**src/rtl/mem_arbiter.sv**
```systemverilog
// Arbitrates the fetch and load/store requesters onto one handshaked memory port.
// Data has priority; fetch gets a forced grant after STARVE_LIMIT back-to-back data grants.
module mem_arbiter #(
    parameter int STARVE_LIMIT   = 4,
    parameter int TIMEOUT_CYCLES = 255
) (
    input  logic        i_clk,
    input  logic        i_rst,
    input  logic        i_imem_req,
    input  logic [31:0] i_imem_addr,
    output logic        o_imem_ready,
    output logic        o_imem_valid,
    output logic [31:0] o_imem_rdata,
    output logic        o_imem_err,
    input  logic        i_dmem_req,
    input  logic [31:0] i_dmem_addr,
    input  logic        i_dmem_wen,
    input  logic [31:0] i_dmem_wdata,
    input  logic [3:0]  i_dmem_mask,
    output logic        o_dmem_ready,
    output logic        o_dmem_valid,
    output logic [31:0] o_dmem_rdata,
    output logic        o_dmem_err,
    output logic [31:0] o_mem_addr,
    output logic        o_mem_ren,
    output logic        o_mem_wen,
    output logic [31:0] o_mem_wdata,
    output logic [3:0]  o_mem_mask,
    input  logic        i_mem_ready,
    input  logic        i_mem_valid,
    input  logic [31:0] i_mem_rdata
);
    localparam int SW = $clog2(STARVE_LIMIT + 1);
    localparam int TW = $clog2(TIMEOUT_CYCLES);
    localparam logic [SW-1:0] STARVE_MAX = SW'(STARVE_LIMIT);
    localparam logic [TW-1:0] TCNT_LAST  = TW'(TIMEOUT_CYCLES - 1);

    typedef enum logic [1:0] {S_IDLE, S_ISSUE, S_WAIT, S_RESP} state_t;

    state_t        r_state, w_next;
    logic [SW-1:0] r_starve;
    logic [TW-1:0] r_tcnt;
    logic          r_owner_d, r_wen, r_err;
    logic [31:0]   r_addr, r_wdata, r_rdata;
    logic [3:0]    r_mask;

    logic          w_starved, w_grant_i, w_grant_d, w_grant, w_timeout;
    logic [31:0]   w_req_addr;

    assign w_starved  = (r_starve == STARVE_MAX);
    assign w_grant_i  = (r_state == S_IDLE) && i_imem_req && (!i_dmem_req || w_starved);
    assign w_grant_d  = (r_state == S_IDLE) && i_dmem_req && !w_grant_i;
    assign w_grant    = w_grant_i || w_grant_d;
    assign w_timeout  = (r_tcnt == TCNT_LAST);
    assign w_req_addr = w_grant_d ? i_dmem_addr : i_imem_addr;

    always_ff @(posedge i_clk) begin
        if (i_rst) r_state <= S_IDLE;
        else       r_state <= w_next;
    end

    // A response in the last allowed WAIT cycle beats the timeout.
    always_comb begin
        w_next = r_state;
        case (r_state)
            S_IDLE:  if (w_grant) w_next = S_ISSUE;
            S_ISSUE: if (w_timeout) w_next = S_RESP;
                     else if (i_mem_ready) w_next = S_WAIT;
            S_WAIT:  if (i_mem_valid || w_timeout) w_next = S_RESP;
            S_RESP:  w_next = S_IDLE;
            default: w_next = S_IDLE;
        endcase
    end

    always_ff @(posedge i_clk) begin
        if (i_rst) begin
            r_owner_d <= 1'b0;
            r_addr    <= '0;
            r_wen     <= 1'b0;
            r_wdata   <= '0;
            r_mask    <= '0;
            r_rdata   <= '0;
            r_err     <= 1'b0;
            r_tcnt    <= '0;
        end else begin
            case (r_state)
                S_IDLE: if (w_grant) begin
                    r_owner_d <= w_grant_d;
                    r_addr    <= w_req_addr & 32'hFFFF_FFFC;
                    r_wen     <= w_grant_d & i_dmem_wen;
                    r_wdata   <= w_grant_d ? i_dmem_wdata : 32'h0;
                    r_mask    <= w_grant_d ? i_dmem_mask : 4'hF;
                    r_rdata   <= '0;
                    r_err     <= 1'b0;
                    r_tcnt    <= '0;
                end
                S_ISSUE, S_WAIT: begin
                    r_tcnt <= r_tcnt + 1'b1;
                    if (r_state == S_WAIT && i_mem_valid) begin
                        r_rdata <= r_wen ? 32'h0 : i_mem_rdata;
                        r_err   <= 1'b0;
                    end else if (w_timeout) begin
                        r_rdata <= '0;
                        r_err   <= 1'b1;
                    end
                end
                default: ;
            endcase
        end
    end

    // Counts data grants that bypassed a waiting fetch.
    always_ff @(posedge i_clk) begin
        if (i_rst)          r_starve <= '0;
        else if (w_grant_i) r_starve <= '0;
        else if (w_grant_d) begin
            if (!i_imem_req)     r_starve <= '0;
            else if (!w_starved) r_starve <= r_starve + 1'b1;
        end
    end

    always_comb begin
        o_imem_ready = 1'b0;
        o_dmem_ready = 1'b0;
        o_imem_valid = 1'b0;
        o_imem_rdata = '0;
        o_imem_err   = 1'b0;
        o_dmem_valid = 1'b0;
        o_dmem_rdata = '0;
        o_dmem_err   = 1'b0;
        o_mem_addr   = '0;
        o_mem_ren    = 1'b0;
        o_mem_wen    = 1'b0;
        o_mem_wdata  = '0;
        o_mem_mask   = '0;
        if (!i_rst) begin
            case (r_state)
                S_IDLE: begin
                    o_imem_ready = w_grant_i;
                    o_dmem_ready = w_grant_d;
                end
                S_ISSUE: begin
                    o_mem_addr  = r_addr;
                    o_mem_ren   = ~r_wen;
                    o_mem_wen   = r_wen;
                    o_mem_wdata = r_wdata;
                    o_mem_mask  = r_mask;
                end
                S_RESP: begin
                    if (r_owner_d) begin
                        o_dmem_valid = 1'b1;
                        o_dmem_rdata = r_rdata;
                        o_dmem_err   = r_err;
                    end else begin
                        o_imem_valid = 1'b1;
                        o_imem_rdata = r_rdata;
                        o_imem_err   = r_err;
                    end
                end
                default: ;
            endcase
        end
    end
endmodule

```
**config.mk**
```make
export PLATFORM = sky130hd
export DESIGN_NAME = mem_arbiter
export DESIGN_NICKNAME = d
export VERILOG_FILES = /design/src/rtl/mem_arbiter.sv
export SDC_FILE = /design/constraint.sdc
export NUM_CORES = 1
export LEC_CHECK = 0
export BUFFER_PORTS_ARGS = -buffer_cell sky130_fd_sc_hd__buf_2
export CAP_MARGIN = 20
export CORE_MARGIN = 2
export CORE_UTILIZATION = 46
export CTS_CLUSTER_SIZE = 14
export DETAILED_ROUTE_END_ITERATION = 7
export GPL_ROUTABILITY_DRIVEN = 0
export GPL_TIMING_DRIVEN = 0
export PLACE_DENSITY = 0.84
export SLEW_MARGIN = 30
export SYNTH_ARGS = -nofsm -noshare
export SYNTH_HDL_FRONTEND = slang
export SYNTH_SLANG_ARGS = --single-unit
```
**constraint.sdc**
```tcl
create_clock -name i_clk -period 3.9 [get_ports i_clk]
set_input_delay 0.78 -clock i_clk [delete_from_list [all_inputs] [get_ports i_clk]]
set_output_delay 0.78 -clock i_clk [all_outputs]
set_load 0.005 [all_outputs]
```
# Word level (Yosys, flattened, before mapping)
# Index checks and enable logic that the tools add are counted.
[word_totals] latch_bits=0 mem_count=0 reg_bits=114 input_bits=139 mem_bits_ro=0 mem_bits_rw=0
[op_classes] n_shift=0 div=0 bitwise=2 n_eq_ne=10 n_reduce_logical=19 addsub=2 muxes=53 n_mul=0 order_cmp=0
[ops] cell="two-way mux 32 bit" count=16
[ops] cell="case mux 32 bit (2 select lines)" count=1
[ops] cell="two-way mux 1 bit" count=23
[ops] cell="case mux 8 bit (2 select lines)" count=1
[ops] cell="two-way mux 4 bit" count=3
[ops] cell="adder 8 x 1 -> 8 bit (second input constant)" count=1
[ops] cell="equality test 8 bit (second input constant)" count=1
[ops] cell="two-way mux 2 bit" count=4
[ops] cell="two-way mux 8 bit" count=1
[ops] cell="case mux 2 bit (4 select lines)" count=1
[ops] cell="two-way mux 3 bit" count=2
[ops] cell="!= test 2 bit (second input constant)" count=3
[ops] cell="!= test 3 bit (second input constant)" count=2
[ops] cell="AND reduction 2 bit" count=3
[ops] cell="AND reduction 3 bit" count=2
[ops] cell="logical AND 1 bit" count=5
[ops] cell="equality test 2 bit (second input constant)" count=2
[ops] cell="OR reduction 2 bit" count=2
[ops] cell="adder 3 x 1 -> 3 bit (second input constant)" count=1
[ops] cell="equality test 3 bit (second input constant)" count=1
[ops] cell="logical OR 1 bit" count=3
[ops] cell="equality test 2 x 1 -> 1 bit (second input constant)" count=1
[ops] cell="zero test 1 bit" count=2
[ops] cell="zero test 2 bit" count=1
[ops] cell="other kinds (4)" count=4

# Depth between registers and ports, before layout
[logic_depth] depth_word=8 depth_mapped=8 mapped_depth_nobuf=6

# Least setup slack after synthesis
# OpenSTA, ideal clock, no wires.
[synth_path] kind="input to output" startpoint="in i_rst" endpoint="out o_mem_addr[11]" n_path_buf=3 arrival_time_ps=1707 cell_stages=5 required_ps=3120 path_slack_ps=1413 path_cell_list="buf_6 nor2b_1 clkbuf_1 clkbuf_1 and2_1"
[synth_between] elab_chain_cells=1
[synth_rtl] item="from (decl)" line="8" rtl="input logic i_rst,"
[synth_rtl] item="two-way mux 32 bit" line="136" rtl="if (!i_rst) begin"
[synth_rtl] item="to (decl)" line="24" rtl="output logic [31:0] o_mem_addr,"
# No other way between the ends.

# Worst setup path after layout
[layout_path] startpoint="reg r_state[1]" endpoint="out o_mem_addr[21]"
[layout_between] elab_chain_cells=3
[layout_rtl] item="from (decl)" line="40" rtl="state_t r_state, w_next;"
[layout_rtl] item="from (signal assigned)" line="59" rtl="else r_state <= w_next;"
[layout_rtl] item="equality test 2 x 1 -> 1 bit" line="137" rtl="case (r_state)"
[layout_rtl] item="two-way mux 32 bit" line="137"
[layout_rtl] item="two-way mux 32 bit" line="136"
# No other way between the ends.

==> out/metrics.cfg <==
[grt]
grt_pass1_wl_um=25400
antenna_found_initial=1
grt_pass1_vias=5205
grt_max_degree=17
track_usage=0.241
globalRouteOverflowTotal=0

[power_and_ir_drop]
p_sw_frac=0.354
internal-power_w=0.00314
p_comb_frac=0.388
totalPowerFinal_w=0.00485
p_leak_nw=3.95
ir_drop_uv=382
powerDensity_mw_per_mm2=609
pwr-share-seq=0.315
clockPowerShare=0.297
switchingPower_w=0.00172

[synthesis]
synth_top_area_cell=dfxtp_1
syn_inst=677
yosysSeqAreaShare=0.391
synth-seq-cells=114
yosysUniqueCellTypes=51
yosysTopAreaCellShare=0.391
synth_most_common_cell=and2_1
ys_top_cells_by_area=dfxtp_1 (39%), and2_1 (14%), nand2_1 (6.2%)
ys.flop_type=dfxtp_1
syn_avg_cell_area_sq_um=8.61
syn_area_sq_mm=0.00583
ys_top_cells_by_count=and2_1 (133), dfxtp_1 (114), nand2_1 (97)
synth_edf_count=0
ys_warn_count=0
synthArstFlopShare=0

[drt]
vias_per_cell=4.96
drcViolationCount=0
drt_wl_total_um=16900
vias=5727
wl_per_cell_um=14.7
dr.first_iter.drc_count=387
postRouteAntennaNets=0
dr.pass1.iters=4

[critical_path]
crit_top_cell=clkbuf_1
critical_path_class=reg -> out
path_delay_family=buffers and inverters
cp_slowest_cell=nor2b_1
rr_worst_depth=7
r2r_slack_ns=1.82
max_stage_delay_ns=0.47
cp-startpoint=r_state[1]
cp-end-kind=output pin
arrival_ns=2.63
path_cells=inv_1 -> ha_1 -> nor2b_1 -> clkbuf_1 -> clkbuf_1 -> and2_1 -> buf_2
start_kind=flip-flop
timing.rr.start=r_state[1]
rr_endpoint=r_rdata[18]
required_ns=3.12
cp_max_fo=10
crit_buf_inv=4

[finish]
nFillCells=1118
final_nets=1116
area_growth_pct=36.6
layoutNonFillerInstCount=1154
drive_gt1_frac=0.361

[sta]
rsz0062_at_grt=no
skew_ns=0.00871
tightestPinTransition_ns=0.549
fin_setup_tns_ns=0
fin_crit_sh=0.874
hold_viol=0
maxSlewHeadroom=0.634
fmax_ghz=0.293
setup_viol=0
fin_ws_ns=0.492
drv_slew=0
min_period_ns=3.41

[clock_tree]
cts.sinks=114
cts_root_buf=clkbuf_16
htree_levels=4
clockBufferDepth=2
postCtsHoldBufs=0
cts_setup_buffers=0
clkTransAtPathRegs_ns=0.05
numCtsBuffers=17
cts_tree=built
clock_latency_ns=0.41
ctsResizeCount=0

[min_path]
holdPathEnd=r_wdata[31]
whs_path_depth=1
worstHoldPathType=reg -> reg
holdCritStartpoint=r_wdata[31]

[floorplan]
die_area_sq_mm=0.0136
start_util=0.466
coreArea_sq_mm=0.0125
rows=41
pin_count=279
die_w_um=117
dieHeight_um=117

[run]
cap_viol_max_count=0

[place]
dp_hpwl_um=12900
dp_cells=1121
pre_cts_ws_ns=0.578
io_buffers=271

[run_status]
outcome=complete, no violations

-- through the flow --
stage	utilization	cell area, sq um	hold slack [ns]
after floorplan	-	5840	0.434
after global placement	0.592	7410	0.448
after detailed placement	0.592	7410	0.450
after CTS	0.636	7960	0.467
after global routing	0.636	7970	0.475
final	0.636	7970	0.468
-- worst reg2reg max path, stage by stage, from the launching register on --
cell and delay, ns:
dfxtp_1 0.41, inv_1 0.10, ha_1 0.43, nand2b_1 0.23
nor3_4 0.32, buf_2 0.27, nand2_1 0.12, mux2i_1 0.14
-- power by group through the flow --
stage                     clock (W)  sequential (W)  combinational [W]
final                       0.00144         0.00153            0.00188
after global placement            0         0.00154            0.00185
after floorplan                   0         0.00151            0.00145
after detailed placement          0         0.00155            0.00188
after global routing        0.00152         0.00155            0.00206
after CTS                   0.00146         0.00153            0.00188
-- logic make-up after synthesis --
logic type,after synthesis,synth area share
adder cells (fa/ha/maj),9,0.0193
XOR/XNOR,6,0.00901
other,1,0.000643
flip-flops,114,0.391
multiplexers,34,0.0584
AND/OR/NAND/NOR,368,0.333
AO/OA/AOI/OAI,85,0.126
buffers and inverters,60,0.0622
-- layer usage --
layer | GRT usage | wire length [um] | vias to the layer above
met5 | 0 | 0 | -
met4 | 0.0957 | 364 | 0
met3 | 0.0623 | 1140 | 31
li1 | - | - | 2841
met1 | 0.298 | 7190 | 2638
met2 | 0.402 | 8240 | 217
-- registers in the layout (all words and copies together), names as in the netlist --
register,flops
r_wen,1
r_state,2
r_owner_d,1
r_starve,3
r_tcnt,8
r_err,1
r_wdata,32
r_rdata,32
r_mask,4
r_addr,30
-- cell type report --
type / instances / area [sq um] / share of cell area
tap: 172 / 215 / 0.0270
clock inverter: 12 / 110 / 0.0138
timing repair buffer: 271 / 1360 / 0.170
inverter: 7 / 26.3 / 0.00330
multi-input combinational: 504 / 3190 / 0.401
sequential: 114 / 2280 / 0.286
antenna: 1 / 2.50 / 0.000314
clock buffer: 20 / 447 / 0.0561
buffer: 53 / 337 / 0.0422
-- layout by cell type, fill, tap and decap left out, types with 3 or more instances in the layout --
master	synthesis	final
nand2b_1	34	34
xnor2_1	5	5
nor2_2	3	3
a22o_1	15	15
o21ai_0	4	4
clkinv_2	0	3
nand3_1	3	3
buf_6	4	4
nor2_1	65	65
inv_1	7	7
dfxtp_1	114	114
nor3_1	10	10
nand4_1	3	3
clkbuf_1	23	25
mux2i_1	34	34
and2_1	133	133
ha_1	9	9
a22oi_2	10	10
a311oi_1	30	30
buf_12	3	3
clkbuf_16	0	17
buf_4	12	12
clkinvlp_4	0	4
clkinv_4	0	3
a22oi_1	9	9
a21oi_1	5	5
nand2_1	97	97
buf_2	11	282
-- how the worst max path moves through the flow --
stage | end | slack (ns) | cells after the start
2_1_floorplan | o_mem_addr[11] | 1.41 | 5
3_3_place_gp | o_mem_addr[25] | 0.52 | 7
3_5_place_dp | o_mem_addr[21] | 0.58 | 7
4_1_cts | o_mem_addr[21] | 0.43 | 7
5_1_grt | o_mem_addr[21] | 0.28 | 7
6_report | o_mem_addr[21] | 0.49 | 7
Power figures use the tool's default switching activity.
